<file path="config.mk">
export PLATFORM = sky130hd
export DESIGN_NAME = intr_pulse_gen
export DESIGN_NICKNAME = d
export VERILOG_FILES = /design/src/rtl/intr_gen_pkg.sv /design/src/rtl/intr_gen_channel.sv /design/src/rtl/intr_pulse_gen.sv
export SDC_FILE = /design/constraint.sdc
export NUM_CORES = 1
export LEC_CHECK = 0
export ABC_AREA = 1
export BUFFER_PORTS_ARGS = -buffer_cell sky130_fd_sc_hd__buf_2
export CAP_MARGIN = 20
export CORE_UTILIZATION = 55
export CTS_BUF_LIST = sky130_fd_sc_hd__clkbuf_8
export CTS_CLUSTER_DIAMETER = 100
export DETAILED_ROUTE_END_ITERATION = 10
export HOLD_SLACK_MARGIN = 0.05
export PLACE_DENSITY_LB_ADDON = 0.25
export SYNTH_ARGS = -nofsm -noshare
export SYNTH_HDL_FRONTEND = slang
export SYNTH_SLANG_ARGS = --single-unit
</file>
<file path="constraint.sdc">
create_clock -name clk -period 5.8 [get_ports clk]
set_input_delay 0 -clock clk [delete_from_list [all_inputs] [get_ports clk]]
set_output_delay 0 -clock clk [all_outputs]
set_load 0.05 [all_outputs]
</file>
<file path="src/rtl/intr_gen_pkg.sv">
// Shared definitions for the interrupt pulse generator: channel FSM encoding,
// acknowledge-word stride and trigger mode constants.
package intr_gen_pkg;

    typedef enum logic [2:0] {
        StArmed  = 3'd0,
        StDelay  = 3'd1,
        StAssert = 3'd2,
        StRearm  = 3'd3,
        StDone   = 3'd4
    } ch_state_e;

    localparam int unsigned ACK_STRIDE = 4;

    localparam logic MODE_LEVEL = 1'b0;
    localparam logic MODE_PULSE = 1'b1;

endpackage

</file>
<file path="src/rtl/intr_gen_channel.sv">
// One interrupt channel: PC-triggered FSM with trigger delay and a fire budget.
// Configuration is captured only while reset is held low.
module intr_gen_channel
    import intr_gen_pkg::*;
#(
    parameter int unsigned CNT_W = 4,
    parameter int unsigned DLY_W = 8
) (
    input  logic             clk,
    input  logic             reset,
    input  logic             cfg_en,
    input  logic [29:0]      cfg_pc_word,
    input  logic             cfg_mode,
    input  logic [CNT_W-1:0] cfg_count,
    input  logic [DLY_W-1:0] cfg_delay,
    input  logic [29:0]      pc_word,
    input  logic             ack_hit,
    output logic             irq_next,
    output logic [CNT_W-1:0] fires_left
);

    ch_state_e        state_q, state_d;
    logic [DLY_W-1:0] dly_q, dly_d;
    logic [CNT_W-1:0] fires_q, fires_d;
    logic [29:0]      pc_q;
    logic             mode_q;
    logic [DLY_W-1:0] delay_q;
    logic             pc_hit;
    logic             enter_assert;

    assign pc_hit     = (pc_word == pc_q);
    assign fires_left = fires_q;

    always_ff @(posedge clk) begin
        if (!reset) begin
            state_q <= (cfg_en && (cfg_count != '0)) ? StArmed : StDone;
            fires_q <= cfg_count;
            dly_q   <= '0;
            pc_q    <= cfg_pc_word;
            mode_q  <= cfg_mode;
            delay_q <= cfg_delay;
        end else begin
            state_q <= state_d;
            fires_q <= fires_d;
            dly_q   <= dly_d;
        end
    end

    always_comb begin
        state_d      = state_q;
        dly_d        = dly_q;
        fires_d      = fires_q;
        enter_assert = 1'b0;
        unique case (state_q)
            StArmed: begin
                if (pc_hit) begin
                    if (delay_q == '0) begin
                        enter_assert = 1'b1;
                    end else begin
                        state_d = StDelay;
                        dly_d   = delay_q;
                    end
                end
            end
            StDelay: begin
                if (dly_q == DLY_W'(1)) begin
                    enter_assert = 1'b1;
                end else begin
                    dly_d = dly_q - DLY_W'(1);
                end
            end
            StAssert: begin
                // Ack wins over a simultaneous PC hit; re-trigger must pass through rearm.
                if ((mode_q == MODE_PULSE) || ack_hit) begin
                    state_d = (fires_q == '0) ? StDone : StRearm;
                end
            end
            StRearm: begin
                if (!pc_hit) begin
                    state_d = StArmed;
                end
            end
            StDone: begin
                state_d = StDone;
            end
            default: begin
                state_d = StDone;
            end
        endcase
        if (enter_assert) begin
            state_d = StAssert;
            fires_d = (fires_q == '0) ? '0 : fires_q - CNT_W'(1);
        end
    end

    // Masking with the level-mode ack lets the registered irq fall on the ack edge itself.
    always_comb begin
        irq_next = (state_q == StAssert) && !((mode_q == MODE_LEVEL) && ack_hit);
    end

endmodule

</file>
<file path="src/rtl/intr_pulse_gen.sv">
// Multi-channel interrupt stimulus source: acknowledge decode, registered
// interrupt OR and lowest-index priority encoder around NUM_CH channels.
module intr_pulse_gen
    import intr_gen_pkg::*;
#(
    parameter int unsigned NUM_CH   = 4,
    parameter int unsigned CNT_W    = 4,
    parameter int unsigned DLY_W    = 8,
    parameter logic [31:0] ACK_BASE = 32'h0000_7F20
) (
    input  logic                    clk,
    input  logic                    reset,
    input  logic [31:0]             macroscopic_pc,
    input  logic [31:0]             m_data_addr,
    input  logic [3:0]              m_data_byteen,
    input  logic [NUM_CH-1:0]       cfg_en,
    input  logic [NUM_CH*32-1:0]    cfg_pc,
    input  logic [NUM_CH-1:0]       cfg_mode,
    input  logic [NUM_CH*CNT_W-1:0] cfg_count,
    input  logic [NUM_CH*DLY_W-1:0] cfg_delay,
    output logic [NUM_CH-1:0]       irq,
    output logic                    interrupt,
    output logic [2:0]              irq_id,
    output logic [NUM_CH*CNT_W-1:0] fires_left
);

    logic [NUM_CH-1:0] ack_hit;
    logic [NUM_CH-1:0] irq_next;
    logic [2:0]        id_next;
    logic              is_store;
    logic              unused_lo_bits;

    assign is_store       = |m_data_byteen;
    assign unused_lo_bits = ^{macroscopic_pc[1:0], m_data_addr[1:0]};

    for (genvar k = 0; k < NUM_CH; k++) begin : g_ch
        localparam logic [31:0] AckAddr = ACK_BASE + 32'(ACK_STRIDE * k);
        logic unused_cfg_lo;

        assign unused_cfg_lo = ^cfg_pc[32*k +: 2];
        assign ack_hit[k]    = is_store && (m_data_addr[31:2] == AckAddr[31:2]);

        intr_gen_channel #(
            .CNT_W (CNT_W),
            .DLY_W (DLY_W)
        ) u_ch (
            .clk         (clk),
            .reset       (reset),
            .cfg_en      (cfg_en[k]),
            .cfg_pc_word (cfg_pc[32*k+2 +: 30]),
            .cfg_mode    (cfg_mode[k]),
            .cfg_count   (cfg_count[CNT_W*k +: CNT_W]),
            .cfg_delay   (cfg_delay[DLY_W*k +: DLY_W]),
            .pc_word     (macroscopic_pc[31:2]),
            .ack_hit     (ack_hit[k]),
            .irq_next    (irq_next[k]),
            .fires_left  (fires_left[CNT_W*k +: CNT_W])
        );
    end

    always_comb begin
        id_next = '0;
        for (int k = NUM_CH - 1; k >= 0; k--) begin
            if (irq_next[k]) begin
                id_next = 3'(k);
            end
        end
    end

    always_ff @(posedge clk) begin
        if (!reset) begin
            irq       <= '0;
            interrupt <= 1'b0;
            irq_id    <= '0;
        end else begin
            irq       <= irq_next;
            interrupt <= |irq_next;
            irq_id    <= id_next;
        end
    end

endmodule
</file>
* Yosys cells after proc, flatten, opt, wreduce, memory -nomap -nowiden
Index checks and enable logic that the tools add are counted.
** Storage, ports and cells
- Bits in registers :: 224
- Input port bits :: 254
** Cells by class
- $add $sub $neg :: 8
- Mux-type cells :: 83
- Reduce and logical (&&, ||, !) cells :: 57
- Equal/unequal tests :: 60
- Bitwise logic cells :: 5
** Operators by type and width (count)
- 30-bit by 13-bit == test with 1-bit output, second input constant :: 4
- 30-bit == test :: 4
- 3-bit two-way mux :: 32
- 8-bit two-way mux :: 12
- 8-bit one-hot mux with 2 select lines :: 4
- 4-bit two-way mux :: 12
- 3-bit one-hot mux with 4 select lines :: 4
- 8-bit by 1-bit == test with 1-bit output, second input constant :: 4
- 8-bit zero test :: 4
- 4-bit by 2-bit inequality test with 1-bit output, second input constant :: 8
- 8-bit by 1-bit subtractor with 8-bit output, second input constant :: 4
- 3-bit by 2-bit == test with 1-bit output, second input constant :: 8
- 5-bit AND reduction :: 4
- 1-bit logical AND :: 16
- 4-bit zero test :: 4
- 2-bit by 1-bit inequality test with 1-bit output, second input constant :: 8
- 2-bit inequality test, second input constant :: 8
- 4-bit by 3-bit inequality test with 1-bit output, second input constant :: 4
- 4-bit inequality test, second input constant :: 4
- 4-bit AND reduction :: 4
- 4-bit nonzero test :: 4
- 4-bit by 1-bit subtractor with 4-bit output, second input constant :: 4
- 1-bit two-way mux :: 13
- 3-bit by 1-bit == test with 1-bit output, second input constant :: 4
- 11 further kinds :: 36

* Depth between registers and ports, before layout
- Word-level depth :: 8
- Gate-level depth with buffers :: 14
- Depth with buffers taken out :: 13

* By module
Synthesis repeated with hierarchy kept, for this count alone.
** Second synthesis, totals
- Cell total of the unflattened synthesis :: 1299
- Area, all modules :: 11553.6 sq um
** By module, submodules not included
- intr_gen_channel (g_ch[3].u_ch) :: area each 2819.0 sq um, cells each 302, sequential area each 1541.5 sq um, times used 1
- intr_gen_channel (g_ch[2].u_ch) :: area each 2770.2 sq um, cells each 304, sequential area each 1541.5 sq um, times used 1
- intr_gen_channel (g_ch[0].u_ch) :: area each 2761.4 sq um, cells each 305, sequential area each 1541.5 sq um, times used 1
- intr_gen_channel (g_ch[1].u_ch) :: area each 2748.9 sq um, cells each 303, sequential area each 1541.5 sq um, times used 1
- intr_pulse_gen :: area each 454.2 sq um, cells each 85, sequential area each 140.1 sq um, times used 1

* Least setup slack after synthesis
OpenSTA, ideal clock, no wires.
- Path kind :: input port to flip-flop
- From :: input reset
- To :: register g_ch[0].u_ch.delay_q[0] (enable)
- Path buffers :: 1
- Path slack :: 0.696 ns
- Arrival time :: 4.523 ns
- Cell stages on the path :: 2
- Path through :: inv_1 buf_1
** RTL lines
- from (decl) :: RTL line intr_pulse_gen.sv:12 : input logic reset,
- to (signal assigned) :: RTL line intr_gen_channel.sv:41 : delay_q <= cfg_delay;
- to (decl) :: RTL line intr_gen_channel.sv:27 : logic [DLY_W-1:0] delay_q;
No word-level cell between the ends.

* Worst setup path after layout
- From :: register g_ch[1].u_ch.pc_q[26]
- To :: register g_ch[1].u_ch.state_q[0] (enable)
** On the way
- Cells in the longest elaborated chain, start to end :: 5
** Ends and longest elaborated chain
- from (decl) :: RTL line intr_gen_channel.sv:25 : logic [29:0] pc_q;
- from (signal assigned) :: RTL line intr_gen_channel.sv:39 : pc_q <= cfg_pc_word;
- 30-bit == test * :: RTL line intr_gen_channel.sv:31 : assign pc_hit = (pc_word == pc_q);
- 1-bit two-way mux :: RTL line intr_gen_channel.sv:56 : if (pc_hit) begin
- 1-bit one-hot mux with 2 select lines :: RTL line intr_gen_channel.sv:54 : unique case (state_q)
- 4-bit by 2-bit inequality test with 1-bit output (no line) (tied with other cells)
- 5-bit AND reduction (no line) *
- to (signal assigned) :: RTL line intr_gen_channel.sv:36 : state_q <= (cfg_en && (cfg_count != '0)) ? StArmed : StDone;
- to (signal assigned) :: RTL line intr_gen_channel.sv:43 : state_q <= state_d;
- to (decl) :: RTL line intr_gen_channel.sv:22 : ch_state_e state_q, state_d;
Mark *: on every way between the ends. The rest lies on a longest branch, timed or not.
A chain may end at the register's enable or synchronous reset.

==> impl_results.md <==
* WS Path Type: reg2reg
* Die area at 20,600 um^2
* Final Hold Viols at 0
* WHS at 0.0982 ns
* Syn_area_per_cell at 9.40 um^2
* Gate Count Post-Synth at 1,175
* Top layer in use: met4
* Synth area leader: edfxtp_1
* Crit path max fanout at 10
* Maximum clock rate at 0.402 GHz
* Routed Antenna Nets at 0
* Sum Neg Setup Slack at 0 ns
* DR WL/cell at 15.5 um
* Via density at 5.06
* Largest net degree at the start of global routing at 106
* Layout area overhead at 36.5%
* Worst path required time at 5.95 ns
* Unrepaired setup endpoints after global routing: false
* Number of flops mapped to enable cells by yosys at 184
* Hold crit path type: in2reg
* GRT Total Usage at 28.9%
* Util after Layout at 76.9%
* Slack of the critical path at 3.31 ns
* I/O pins at 278
* Floorplan Core Area at 19,600 um^2
* Syn nets at 1,437
* Met3 wire length at 2060 um
* Sequential Power Share at 39.8%
* CTS H-tree depth at 2
* Die X at 144 um
* Sw Ratio at 34.8%
* Initial Util at 56.4%
* Half-perimeter wire length after placement at 17,700 um
* Via count at 9,719
* VDD IR max at 0.229 mV
* Synth area leaders: edfxtp_1, nand2_1, dfxtp_1
* Post_cts resized at 0
* Final setup vio count at 0
* Met1 wire length at 11,200 um
* Synth top cells by count: nand2_1, edfxtp_1, nor2_1, inv_1, xnor2_1
* Root buffer cell: clkbuf_8
* CTS Buf Count at 39
* Psw at 1.89 mW
* Met2 WL post-DR at 15,500 um
* Detailed Route WL at 29,700 um
* Port bufs at 264
* Status: complete, no violations
* CTS max path bufs at 3
* Max-slew violations at 0
* DIE HEIGHT at 144 um
* Post-synthesis sequential area ratio at 57.1%
* Critical path arrival at 2.64 ns
* Max-cap violations at 0
* First-pass GRT wire length at 45,700 um
* Area share of the largest cell type after synthesis at 50.0%
* Drt drc at 0
* Max-slew headroom at 37.5%
* Synth Flop Type: edfxtp_1
* CP endpoint kind: flip-flop
* Ys async rst share at 0%
* Fin nets at 1,885
* Count leader, synth: nand2_1
* First-pass DRT Iterations at 6
* Initial antenna violation count at 3
* Vias in the first global route at 9,585
* Crit share post-route at 42.9%
* Share of layout cells above drive strength 1 at 21.7%
* Fin crit period at 2.49 ns
* Setup WS pre-CTS at 3.28 ns
* Power per cell area at 360 nW/um^2
* Setup Skew at 0.0231 ns
* Grt ovf at 0
* Critical path launch point type: flip-flop
* Synthesized flop and latch total at 223
* Netlist cell types at 41
* Cell row count at 51
* Comb pwr share at 31.8%
* Slew @ Worst Pin at 0.938 ns
* First DRT Iteration DRCs at 653
* Worst-Skew Late Latency at 0.53 ns
* GPL Wtd Cong at 0.922
* Clk sink count at 223
* P_leak at 6.68 nW
* Post-Syn Area at 11,000 um^2
* Clock power frac at 28.4%
* CTS tree: done
* YS warnings at 0
* Internal power at 3.54 mW
* CTS clock-pin slew for the worst setup and hold paths at 0.07 ns
-- sequential cells by signal, summed over array words and instances, names as in the netlist --
register / cells
g_ch.u_ch.mode_q: 4
g_ch.u_ch.delay_q: 32
interrupt: 1
g_ch.u_ch.dly_q: 32
irq: 4
g_ch.u_ch.state_q: 12
g_ch.u_ch.fires_left: 16
g_ch.u_ch.pc_q: 120
irq_id: 2
-- stage by stage --
stage	cells	total power, mW	cell area, um^2
2_1_floorplan	1175	3.44	11000
3_3_place_gp	1671	3.71	12500
3_5_place_dp	1671	3.76	12500
4_1_cts	1917	5.39	15100
5_1_grt	1920	5.77	15100
6_report	1920	5.43	15100
-- logic make-up after synthesis --
| kind of cell | Yosys count | share of synthesized area (%) |
|---|---|---|
| AOI/OAI and AO/OA | 94 | 4.62 |
| other | 1 | 0.0340 |
| adders and majority gates | 8 | 0.907 |
| DFF | 223 | 57.1 |
| buffers and inverters | 160 | 6.32 |
| xor gates and xnor gates | 106 | 8.48 |
| and+or+nand+nor | 581 | 22.3 |
| muxes | 2 | 0.181 |
-- layout make-up --
cell class              count  area [um^2]
flip-flops and latches    223         6310
fillers                  1269         4520
multi-input cells         792         4040
repair buffers            442         3100
clock buffers              41          564
inverters                 125          474
well taps                 265          332
clock inverters            29          255
diodes                      3         7.51
-- worst max-delay path, cell delays in order, from the launching register on --
cell	delay, ns
edfxtp_1	0.42
xnor2_1	0.22
nand2_1	0.13
nor2_1	0.12
nand2_1	0.08
nor2_1	0.21
nand2_1	0.19
nand2_2	0.22
nand2_1	0.07
o21ai_0	0.45
-- layer usage --
| metal | up-vias | track usage (%) |
|---|---|---|
| met5 | - | 0 |
| met4 | 0 | 12.3 |
| met3 | 85 | 5.86 |
| met2 | 432 | 53.6 |
| met1 | 4443 | 32.0 |
| li1 | 4759 | - |
-- power by group through the flow --
stage / clock [mW] / combinational [mW] / sequential [mW]
2_1_floorplan: 0 / 1.21 / 2.24
3_3_place_gp: 0 / 1.54 / 2.17
3_5_place_dp: 0 / 1.58 / 2.18
4_1_cts: 1.55 / 1.69 / 2.15
5_1_grt: 1.63 / 1.96 / 2.19
6_report: 1.54 / 1.73 / 2.16
-- layout by cell type (no fill, tap or decap), types with 2 or more instances in the layout --
cell,count
buf_4,2
nand3_1,44
a31oi_1,7
clkbuf_8,41
dfxtp_1,39
nor3_1,9
buf_2,264
o21bai_1,2
nor2_2,9
diode_2,3
o22ai_1,6
nor2_1,159
nor4_1,8
nand2_2,9
nand3_2,5
inv_6,2
a21oi_1,22
inv_2,6
dlygate4sd3_1,176
bufinv_16,5
ha_1,8
nand4_1,29
or2_2,6
mux2i_1,2
o21ai_0,51
edfxtp_1,184
nand2_1,298
inv_1,122
nand2_4,2
xnor2_1,80
clkinv_2,5
clkinv_1,13
o41ai_1,3
xor2_1,25
-- what timing repair did --
item | 4_1_cts | 5_1_grt
hold endpoints to repair | 176 | 0
buffers inserted | 0 | 0
hold buffers | 176 | 0
-- path summary, 6_finish.rpt --
check                                     start                                    end  slack (ns)  cells past startpoint
min reg2reg  g_ch[1].u_ch.dly_q[7]$_SDFFE_PN0P_     g_ch[1].u_ch.dly_q[7]$_SDFFE_PN0P_        0.51                      2
max reg2reg     g_ch[1].u_ch.pc_q[26]$_DFFE_PN_  g_ch[1].u_ch.state_q[0]$_SDFFCE_PP0P_        3.31                      9
min                             m_data_addr[16]                      irq[3]$_SDFF_PN0_         0.1                      7
max             g_ch[1].u_ch.pc_q[26]$_DFFE_PN_  g_ch[1].u_ch.state_q[0]$_SDFFCE_PP0P_        3.31                      9
Note: power is estimated with default switching activity, not from simulation.
